==> config.mk <==
export PLATFORM = sky130hd
export DESIGN_NAME = if_aligner_flat
export DESIGN_NICKNAME = d
export VERILOG_FILES = /design/src/rtl/if_aligner_pkg.sv /design/src/rtl/if_aligner_if.sv /design/src/rtl/if_aligner_hwq.sv /design/src/rtl/if_aligner.sv /design/src/flat_wrapper.sv
export SDC_FILE = /design/constraint.sdc
export NUM_CORES = 1
export LEC_CHECK = 0
export BUFFER_PORTS_ARGS = -buffer_cell sky130_fd_sc_hd__buf_4
export CAP_MARGIN = 20
export CELL_PAD_IN_SITES_DETAIL_PLACEMENT = 1
export CELL_PAD_IN_SITES_GLOBAL_PLACEMENT = 2
export CORE_MARGIN = 2
export CORE_UTILIZATION = 32
export DETAILED_ROUTE_END_ITERATION = 16
export GPL_TIMING_DRIVEN = 0
export PLACE_DENSITY = 0.92
export SYNTH_ARGS = -nofsm -noshare
export SYNTH_HDL_FRONTEND = slang
export SYNTH_SLANG_ARGS = --single-unit
==> constraint.sdc <==
create_clock -name clk -period 10.8 [get_ports clk]
set_input_delay 1.08 -clock clk [delete_from_list [all_inputs] [get_ports clk]]
set_output_delay 1.08 -clock clk [all_outputs]
set_load 0.1 [all_outputs]
==> src/rtl/if_aligner_pkg.sv <==
// Shared RV32IC front-end definitions used by the instruction aligner.
//   ILEN_C / ILEN_W : compressed / full instruction widths in bits
//   is_compressed   : length decode from the low halfword of an instruction
//   fetch_pkt_t     : one fetch beat (word address + word)
package rv_pkg;

    localparam int unsigned ILEN_C = 16;
    localparam int unsigned ILEN_W = 32;

    typedef struct packed {
        logic [31:0] pc;
        logic [31:0] word;
    } fetch_pkt_t;

    // Anything other than 2'b11 in the low bits is a 16-bit encoding.
    function automatic logic is_compressed(input logic [ILEN_C-1:0] hw);
        return hw[1:0] != 2'b11;
    endfunction

endpackage

==> src/rtl/if_aligner_if.sv <==
// Fetch-side and decode-side signals of the instruction aligner.
//   slave  : view of the aligner (consumes fetch/flush/id_ready, drives the rest)
//   master : view of the surrounding pipeline (fetch stage + decode)
interface if_aligner_if;

    logic        fetch_valid;
    logic        fetch_ready;
    logic [31:0] fetch_pc;
    logic [31:0] fetch_word;
    logic        flush;
    logic [31:0] flush_pc;
    logic        id_valid;
    logic        id_ready;
    logic [31:0] id_instr;
    logic        id_compressed;
    logic [31:0] id_pc;

    modport slave (
        input  fetch_valid, fetch_pc, fetch_word, flush, flush_pc, id_ready,
        output fetch_ready, id_valid, id_instr, id_compressed, id_pc
    );

    modport master (
        output fetch_valid, fetch_pc, fetch_word, flush, flush_pc, id_ready,
        input  fetch_ready, id_valid, id_instr, id_compressed, id_pc
    );

endinterface

==> src/rtl/if_aligner_hwq.sv <==
// 4-entry halfword queue for the instruction aligner.
//   clk, reset          : clock, synchronous active-high reset
//   clear_i             : discard all entries (redirect)
//   pop_n_i             : halfwords removed from the head this cycle (0..2)
//   push_n_i            : halfwords appended this cycle (0..2), hw0 first
//   push_hw0_i/_hw1_i   : data to append
//   hw0_o, hw1_o        : head and second entry
//   cnt_o               : number of valid entries (0..4)
// Pop is applied before push; the caller guarantees no underflow/overflow.
module aligner_hwq (
    input  logic        clk,
    input  logic        reset,
    input  logic        clear_i,
    input  logic [1:0]  pop_n_i,
    input  logic [1:0]  push_n_i,
    input  logic [15:0] push_hw0_i,
    input  logic [15:0] push_hw1_i,
    output logic [15:0] hw0_o,
    output logic [15:0] hw1_o,
    output logic [2:0]  cnt_o
);

    logic [15:0] hw_q [4];
    logic [15:0] hw_d [4];
    logic [15:0] shift [4];
    logic [2:0]  cnt_q, cnt_d, base;

    always_comb begin
        shift = hw_q;
        case (pop_n_i)
            2'd1: begin
                shift[0] = hw_q[1];
                shift[1] = hw_q[2];
                shift[2] = hw_q[3];
                shift[3] = '0;
            end
            2'd2: begin
                shift[0] = hw_q[2];
                shift[1] = hw_q[3];
                shift[2] = '0;
                shift[3] = '0;
            end
            default: ;
        endcase

        // New data lands right behind whatever survived the pop.
        base  = cnt_q - {1'b0, pop_n_i};
        hw_d  = shift;
        for (int unsigned i = 0; i < 4; i++) begin
            if (3'(i) == base && push_n_i != 2'd0)
                hw_d[i] = push_hw0_i;
            else if (3'(i) == base + 3'd1 && push_n_i == 2'd2)
                hw_d[i] = push_hw1_i;
        end
        cnt_d = base + {1'b0, push_n_i};

        if (clear_i) begin
            hw_d  = '{default: '0};
            cnt_d = '0;
        end
    end

    always_ff @(posedge clk) begin
        if (reset) begin
            hw_q  <= '{default: '0};
            cnt_q <= '0;
        end else begin
            hw_q  <= hw_d;
            cnt_q <= cnt_d;
        end
    end

    assign hw0_o = hw_q[0];
    assign hw1_o = hw_q[1];
    assign cnt_o = cnt_q;

endmodule

==> src/rtl/if_aligner.sv <==
// Instruction aligner between fetch and decode (RV32IC).
// Buffers word-aligned fetch words as halfwords and hands decode one whole
// instruction (16- or 32-bit, possibly straddling two words) per handshake,
// together with its PC. Redirects may target any halfword address.
//   clk, reset : clock, synchronous active-high reset
//   bus        : fetch handshake, flush redirect and decode handshake
// Parameter RESET_PC: PC of the first instruction after reset.
module if_aligner
    import rv_pkg::*;
#(
    parameter logic [31:0] RESET_PC = 32'h0000_0000
) (
    input  logic         clk,
    input  logic         reset,
    if_aligner_if.slave  bus
);

    logic [15:0] hw0, hw1;
    logic [2:0]  cnt;
    logic        head_c;
    logic        id_valid_w;
    logic        fire;
    logic        fetch_ready_w;
    logic        accept;
    logic [1:0]  pop_n, push_n;
    logic [15:0] push_hw0;
    fetch_pkt_t  pkt;

    logic [31:0] head_pc_q, head_pc_d;
    logic        drop_low_q, drop_low_d;
    logic [29:0] next_fa_q;
    logic        unused_bits;

    assign pkt = '{pc: bus.fetch_pc, word: bus.fetch_word};

    assign head_c        = is_compressed(hw0);
    assign id_valid_w    = (cnt >= 3'd1 && head_c) || (cnt >= 3'd2);
    assign fire          = id_valid_w && bus.id_ready;
    assign fetch_ready_w = (cnt <= 3'd2);
    assign accept        = bus.fetch_valid && fetch_ready_w;

    // The queue clear wins over these during a flush, so they need no gating.
    assign pop_n    = fire ? (head_c ? 2'd1 : 2'd2) : 2'd0;
    assign push_n   = accept ? (drop_low_q ? 2'd1 : 2'd2) : 2'd0;
    assign push_hw0 = drop_low_q ? pkt.word[31:16] : pkt.word[15:0];

    aligner_hwq u_hwq (
        .clk        (clk),
        .reset      (reset),
        .clear_i    (bus.flush),
        .pop_n_i    (pop_n),
        .push_n_i   (push_n),
        .push_hw0_i (push_hw0),
        .push_hw1_i (pkt.word[31:16]),
        .hw0_o      (hw0),
        .hw1_o      (hw1),
        .cnt_o      (cnt)
    );

    always_comb begin
        head_pc_d  = head_pc_q;
        drop_low_d = drop_low_q;
        if (bus.flush) begin
            head_pc_d  = {bus.flush_pc[31:1], 1'b0};
            drop_low_d = bus.flush_pc[1];
        end else begin
            if (fire)
                head_pc_d = head_pc_q + (head_c ? 32'd2 : 32'd4);
            if (accept)
                drop_low_d = 1'b0;
        end
    end

    always_ff @(posedge clk) begin
        if (reset) begin
            head_pc_q  <= RESET_PC;
            drop_low_q <= RESET_PC[1];
        end else begin
            head_pc_q  <= head_pc_d;
            drop_low_q <= drop_low_d;
        end
    end

    // Upstream is expected to deliver sequential words starting at the
    // word containing the redirect target; tracked only for the check below.
    always_ff @(posedge clk) begin
        if (reset)
            next_fa_q <= RESET_PC[31:2];
        else if (bus.flush)
            next_fa_q <= bus.flush_pc[31:2];
        else if (accept)
            next_fa_q <= next_fa_q + 30'd1;
    end

    always_ff @(posedge clk) begin
        if (!reset && !bus.flush && accept)
            assert (pkt.pc[31:2] == next_fa_q);
    end

    assign unused_bits = ^{pkt.pc[1:0]};

    assign bus.fetch_ready   = fetch_ready_w;
    assign bus.id_valid      = id_valid_w;
    assign bus.id_compressed = id_valid_w && head_c;
    assign bus.id_instr      = !id_valid_w ? '0 :
                               head_c      ? {16'h0000, hw0} : {hw1, hw0};
    assign bus.id_pc         = head_pc_q;

endmodule
==> src/flat_wrapper.sv <==
// flat-port wrapper written by rule: the top's interface ports become plain ports
module if_aligner_flat import rv_pkg::*;
#(
    parameter logic [31:0] RESET_PC = 32'h0000_0000
)
  (clk, reset, bus_fetch_valid, bus_fetch_pc, bus_fetch_word, bus_flush, bus_flush_pc, bus_id_ready, bus_fetch_ready, bus_id_valid, bus_id_instr, bus_id_compressed, bus_id_pc);
  if_aligner_if bus_i ();
  input  logic clk;
  input  logic reset;
  input wire logic [$bits(bus_i.fetch_valid)-1:0] bus_fetch_valid;
  input wire logic [$bits(bus_i.fetch_pc)-1:0] bus_fetch_pc;
  input wire logic [$bits(bus_i.fetch_word)-1:0] bus_fetch_word;
  input wire logic [$bits(bus_i.flush)-1:0] bus_flush;
  input wire logic [$bits(bus_i.flush_pc)-1:0] bus_flush_pc;
  input wire logic [$bits(bus_i.id_ready)-1:0] bus_id_ready;
  output wire logic [$bits(bus_i.fetch_ready)-1:0] bus_fetch_ready;
  output wire logic [$bits(bus_i.id_valid)-1:0] bus_id_valid;
  output wire logic [$bits(bus_i.id_instr)-1:0] bus_id_instr;
  output wire logic [$bits(bus_i.id_compressed)-1:0] bus_id_compressed;
  output wire logic [$bits(bus_i.id_pc)-1:0] bus_id_pc;
  assign bus_i.fetch_valid = bus_fetch_valid;
  assign bus_i.fetch_pc = bus_fetch_pc;
  assign bus_i.fetch_word = bus_fetch_word;
  assign bus_i.flush = bus_flush;
  assign bus_i.flush_pc = bus_flush_pc;
  assign bus_i.id_ready = bus_id_ready;
  assign bus_fetch_ready = bus_i.fetch_ready;
  assign bus_id_valid = bus_i.id_valid;
  assign bus_id_instr = bus_i.id_instr;
  assign bus_id_compressed = bus_i.id_compressed;
  assign bus_id_pc = bus_i.id_pc;
  if_aligner #(.RESET_PC(RESET_PC)) u_core (.clk(clk), .reset(reset), .bus(bus_i));
endmodule
# Word level (Yosys, flattened, before mapping)
# Cells that the tools add are included.
[word_totals]
word_cells = 69
regBits = 100
[classes]
mux = 21
n_lt_le_gt_ge = 3
addsub = 4
reduce_logical = 23
n_eq_ne = 10
[ops]
columns = ["op", "count"]
rows = [
  ["16-bit 2-to-1 mux", 9],
  ["32-bit 2-to-1 mux", 4],
  ["64-bit one-hot mux with 2 select lines", 1],
  ["32-bit adder", 1],
  ["4-bit nonzero test", 4],
  ["2-bit by 3-bit == test with 1-bit output, first input constant", 4],
  ["1-bit logical AND", 12],
  ["2-bit 2-to-1 mux", 4],
  ["1-bit by 3-bit == test with 1-bit output, first input constant", 2],
  ["3-bit zero test", 2],
  ["2-bit nonzero test", 3],
  ["2-bit == test, second input constant", 2],
  ["3-bit by 1-bit adder with 3-bit output, second input constant", 1],
  ["3-bit by 2-bit adder with 3-bit output", 1],
  ["3-bit by 1-bit greater-or-equal comparator with 1-bit output, second input constant", 1],
  ["3-bit by 2-bit greater-or-equal comparator with 1-bit output, second input constant", 1],
  ["3-bit by 2-bit less-or-equal comparator with 1-bit output, second input constant", 1],
  ["3-bit 2-to-1 mux", 1],
  ["3-bit by 2-bit subtractor with 3-bit output", 1],
  ["2-bit by 1-bit == test with 1-bit output, second input constant", 1],
  ["1-bit 2-to-1 mux", 2],
  ["2-bit != test, second input constant", 1],
  ["2-bit OR reduction", 1],
  ["1-bit logical OR", 1],
]

# Depth between registers and ports, before layout
[logic_depth]
depth_word = 11
mapped_depth = 16

# By module
# A second synthesis with hierarchy kept.
[hier_totals]
hier_cells = 813
hier_area_um2 = 6741.5
[modules_own_cells]
columns = ["mod", "n_inst", "cells_each", "seq_area_each_um2", "area_per_inst_um2"]
rows = [
  ["aligner_hwq", 1, 524, 1341.3, 4476.8],
  ["if_aligner", 1, 289, 640.6, 2264.7],
]

# Worst setup path before layout
# Ideal clock, no wire load.
[synth_timing]
path_type = "in2reg"
start = "input port bus_id_ready"
end = "register u_core.u_hwq.hw_q[28] in the netlist's numbering"
slack_ns = 6.528
path_stages = 14
arrival_ns = 4.202
required_time_ns = 10.729
setup_time_ns = 0.071
cell_sequence = "o2111a_1 -> clkbuf_1 -> inv_1 -> buf_1 -> fa_1 -> nor2b_1 -> ha_1 -> nor4b_1 -> and3_1 -> buf_2 -> nor3_2 -> clkbuf_1 -> a22oi_1 -> a21oi_1"
[synth_between]
elab_chain_len = 8
word_cells_on_any_way = 14
classes_between = "2 x add/sub; 4 x eq/ne; 4 x mux; 4 x reduce/logical"
[synth_rtl]
columns = ["item", "line_no", "rtl"]
rows = [
  ["start, declared", "flat_wrapper.sv:15", "input wire logic [$bits(bus_i.id_ready)-1:0] bus_id_ready;"],
  ["1-bit logical AND *", "if_aligner.sv:38", "assign fire = id_valid_w && bus.id_ready;"],
  ["2-bit 2-to-1 mux *", "if_aligner.sv:43", "assign pop_n = fire ? (head_c ? 2'd1 : 2'd2) : 2'd0;"],
  ["3-bit by 2-bit subtractor with 3-bit output", "if_aligner_hwq.sv:47", "base = cnt_q - {1'b0, pop_n_i};"],
  ["3-bit by 1-bit adder with 3-bit output", "if_aligner_hwq.sv:52", "else if (3'(i) == base + 3'd1 && push_n_i == 2'd2)"],
  ["2-bit by 3-bit == test with 1-bit output", "if_aligner_hwq.sv:52", ""],
  ["1-bit logical AND", "if_aligner_hwq.sv:52", ""],
  ["16-bit 2-to-1 mux", "if_aligner_hwq.sv:52", ""],
  ["16-bit 2-to-1 mux", "if_aligner_hwq.sv:50", "if (3'(i) == base && push_n_i != 2'd0)"],
  ["end signal, assigned", "if_aligner_hwq.sv:68", "hw_q <= hw_d;"],
  ["end, declared", "if_aligner_hwq.sv:23", "logic [15:0] hw_q [4];"],
]
# Every way passes the cells marked *; elsewhere a longest branch is shown, timed or not. The select of a mux whose other input is x is not followed.
# A chain may end at the register's enable or synchronous reset.

# Final worst setup path
[layout_timing]
start = "input port bus_id_ready"
end = "register u_core.u_hwq.hw_q, in the netlist u_core.u_hwq.hw1_o[8]"
[layout_between]
elab_chain_len = 8
word_cells_on_any_way = 14
classes_between = "2 x add/sub; 4 x eq/ne; 4 x mux; 4 x reduce/logical"
[layout_rtl]
columns = ["item", "line_no"]
rows = [
  ["1-bit logical AND *", "if_aligner.sv:38"],
  ["2-bit 2-to-1 mux *", "if_aligner.sv:43"],
  ["3-bit by 2-bit subtractor with 3-bit output", "if_aligner_hwq.sv:47"],
  ["3-bit by 1-bit adder with 3-bit output", "if_aligner_hwq.sv:52"],
  ["1-bit by 3-bit == test with 1-bit output", "if_aligner_hwq.sv:52"],
  ["1-bit logical AND", "if_aligner_hwq.sv:52"],
  ["16-bit 2-to-1 mux", "if_aligner_hwq.sv:52"],
  ["16-bit 2-to-1 mux", "if_aligner_hwq.sv:50"],
]
# Marks and branches as above.

==> results.cfg <==
[detailed_routing]
vias = 6528
wl_per_cell_um = 21.9
viasPerCell = 5.84
wirelength_um = 24500
dr.pass1.iters = 8
ant_nets = 0
drtIter0Drc = 527
post-route-drc-count = 0

[power_and_ir_drop]
powerDensity_nw_per_um2 = 156
finalPower_w = 0.00115
leakagePower_nw = 2.64
ir_drop_mv = 0.0835

[floorplan]
floorplan.initialDensity = 0.326
die_x_um = 139
die_area_um2 = 19300
ioPinCount = 168
coreArea_um2 = 17900
die_h_um = 139
rows = 49

[status]
status = completed

[sta]
fmax_mhz = 191
slew_viol_final = 0
period_share = 0.485
final.min_clock_period_ns = 5.24
rsz0062_at_grt = no
slew_headroom = 0.360
holdWs_ns = 0.542
setup_tns_ns = 0
finalSetupViolCount = 0
fin_skew_ns = 0.00953
worst_pin_slew_ns = 0.953
hold_violations = 0

[final_layout]
final-seq-area_um2 = 1980
stdcell_area_um2 = 7360
area_growth_syn_to_layout_pct = 26.2
multi_input_area_um2 = 3570
drive_gt1_frac = 0.199
num-fill-cells = 2239
layout.nets = 996
final_cell_mix = 132 x buf_4, 99 x dfxtp_1, 97 x nand2_1
diodes = 0
final_common_cell = buf_4

[placed_design]
dp_hpwl_um = 17400
port_buffers = 131
dpl_cell_area_um2 = 7100
globalplace.congestion = 0.893

[critical_path]
worstPathArrival_ns = 5.44
r2r-end = u_core.u_hwq.hw1_o[8]$_SDFFE_PP0P_
critical_path_class = in2reg
reg2regPathDepth = 13
cp.required_ns = 11.00
critPathCaptureType = flop
r2r_start = u_core.u_hwq.hw0_o[0]$_SDFFE_PP0P_
endpoint = u_core.u_hwq.hw1_o[8]$_SDFFE_PP0P_
critical_path.max_fanout = 10
crit_path_start_kind = input pin
reg2reg_slack_ns = 5.91
cp-startpoint = bus_id_ready

[clock_tree]
cts_tree = yes
cts_setup_buffers = 0
hold_buffers = 0
htree_levels = 3
clk_pin_slew_ns = 0.06
cts_buffers = 9
clock_sinks = 99
clk_latency_ns = 0.36
cts_resized = 0
cts-root-buf = clkbuf_16
clock_path_buffers = 2

[yosys]
synth_ff_type = dfxtp_1
synthesis.nets = 854
synthArstFlopShare = 0
synth_seq_cells = 99
synthDistinctLibCells = 57
yosys.area.top_type = dfxtp_1
yosysSeqAreaShare = 0.340
synth_area_um2 = 5830
synth_edf_count = 0
synthCells = 744
ys_warn_count = 0
synth_area_leaders = dfxtp_1 34%, nand2_1 6.2%, nand3_1 5.2%, a22oi_1 4.1%, and2_1 4.0%
synth_top_cell_area_share = 0.340
synth.avg_cell_area_um2 = 7.84

[grt]
gr-total-overflow = 0
grt_pass1_wl_um = 38100
antenna_found_initial = 0
grtUsageTotal = 0.251
grt_max_degree = 16
grt_pass1_vias = 6538

[hold_path]
hold_class = reg2reg

[job]
max_cap_violations = 0
synth_stat cells (all sizes together) (4+ instances only):
cell    instances
a211oi         22
a21oi          23
a222oi         16
a22o           16
a22oi          32
a311oi          4
a31oi          17
and2           37
and3            7
and4            5
buf            14
clkbuf         48
dfxtp          99
ha              6
inv             9
mux2           16
nand2          97
nand3          61
nand4          10
nor2           53
nor3            8
nor4            7
o211ai         16
o21ai          40
o22ai          18
or3             5
xnor2          18
xor2            9
registers in the layout, summed over array words and instances, names as in the netlist:
signal / flops
u_core.bus.id_pc: 31
u_core.drop_low_q: 1
u_core.u_hwq.cnt_o: 3
u_core.u_hwq.hw0_o: 16
u_core.u_hwq.hw1_o: 16
u_core.u_hwq.hw_q: 32
worst min path at each step:
stage / start / to / cells past startpoint
floorplan: u_core.u_hwq.hw_q[0]$_SDFFE_PP0P_ / u_core.u_hwq.hw_q[0]$_SDFFE_PP0P_ / 2
global placement: u_core.u_hwq.hw_q[9]$_SDFFE_PP0P_ / u_core.u_hwq.hw_q[9]$_SDFFE_PP0P_ / 2
detailed placement: u_core.u_hwq.hw_q[1]$_SDFFE_PP0P_ / u_core.u_hwq.hw_q[1]$_SDFFE_PP0P_ / 2
CTS: u_core.u_hwq.hw_q[1]$_SDFFE_PP0P_ / u_core.u_hwq.hw_q[1]$_SDFFE_PP0P_ / 2
global route: u_core.u_hwq.hw_q[14]$_SDFFE_PP0P_ / u_core.u_hwq.hw_q[14]$_SDFFE_PP0P_ / 2
finish: u_core.u_hwq.hw_q[9]$_SDFFE_PP0P_ / u_core.u_hwq.hw_q[9]$_SDFFE_PP0P_ / 2
report_power, final:
group	total, W	switching, W	internal, W
clock network	0.000309	0.000154	0.000155
registers	0.000418	0.0000263	0.000391
logic	0.000421	0.000304	0.000118
metrics by stage:
stage	setup WS, ns	util	std cells
final	5.56	0.411	1118
after global routing	5.30	0.411	1118
after CTS	5.63	0.411	1118
after detailed placement	5.25	0.397	1104
after global placement	5.31	0.397	1104
after floorplan	6.53	-	744
metal layers:
layer	routed length [um]	track usage	up-vias
li1	-	-	3040
met1	10400	0.321	3158
met2	11600	0.418	282
met3	1780	0.0466	48
met4	710	0.0962	0
met5	0	0	-
cell families after synthesis:
| logic type | count (synthesis) | synth area share |
|---|---|---|
| other cells | 1 | 0.000643 |
| simple gates | 304 | 0.257 |
| mux | 18 | 0.0343 |
| buf+inv | 71 | 0.0474 |
| flops | 99 | 0.340 |
| fa+ha+maj | 9 | 0.0232 |
| compound gates | 215 | 0.257 |
| xor+xnor | 27 | 0.0405 |
final cells by class:
| type | count | area share |
|---|---|---|
| Multi-Input combinational cell | 574 | 0.485 |
| Clock inverter | 4 | 0.00408 |
| Sequential cell | 99 | 0.269 |
| Buffer | 62 | 0.0330 |
| Clock buffer | 10 | 0.0311 |
| Inverter | 9 | 0.00459 |
| Timing Repair Buffer | 131 | 0.134 |
| Tap cell | 229 | 0.0389 |
critical path: stages:
cell and delay [ns]:
buf_4 0.12, o2111a_1 0.18, clkbuf_1 0.30, inv_1 0.23, buf_1 0.34, fa_1 0.81
nor2b_1 0.24, ha_1 0.26, nor2b_1 0.17, nand3_1 0.14, o21ai_0 0.10, a32oi_1 0.66
clkbuf_1 0.65, o22ai_1 0.14
Note: power is estimated with default switching activity, not from simulation.
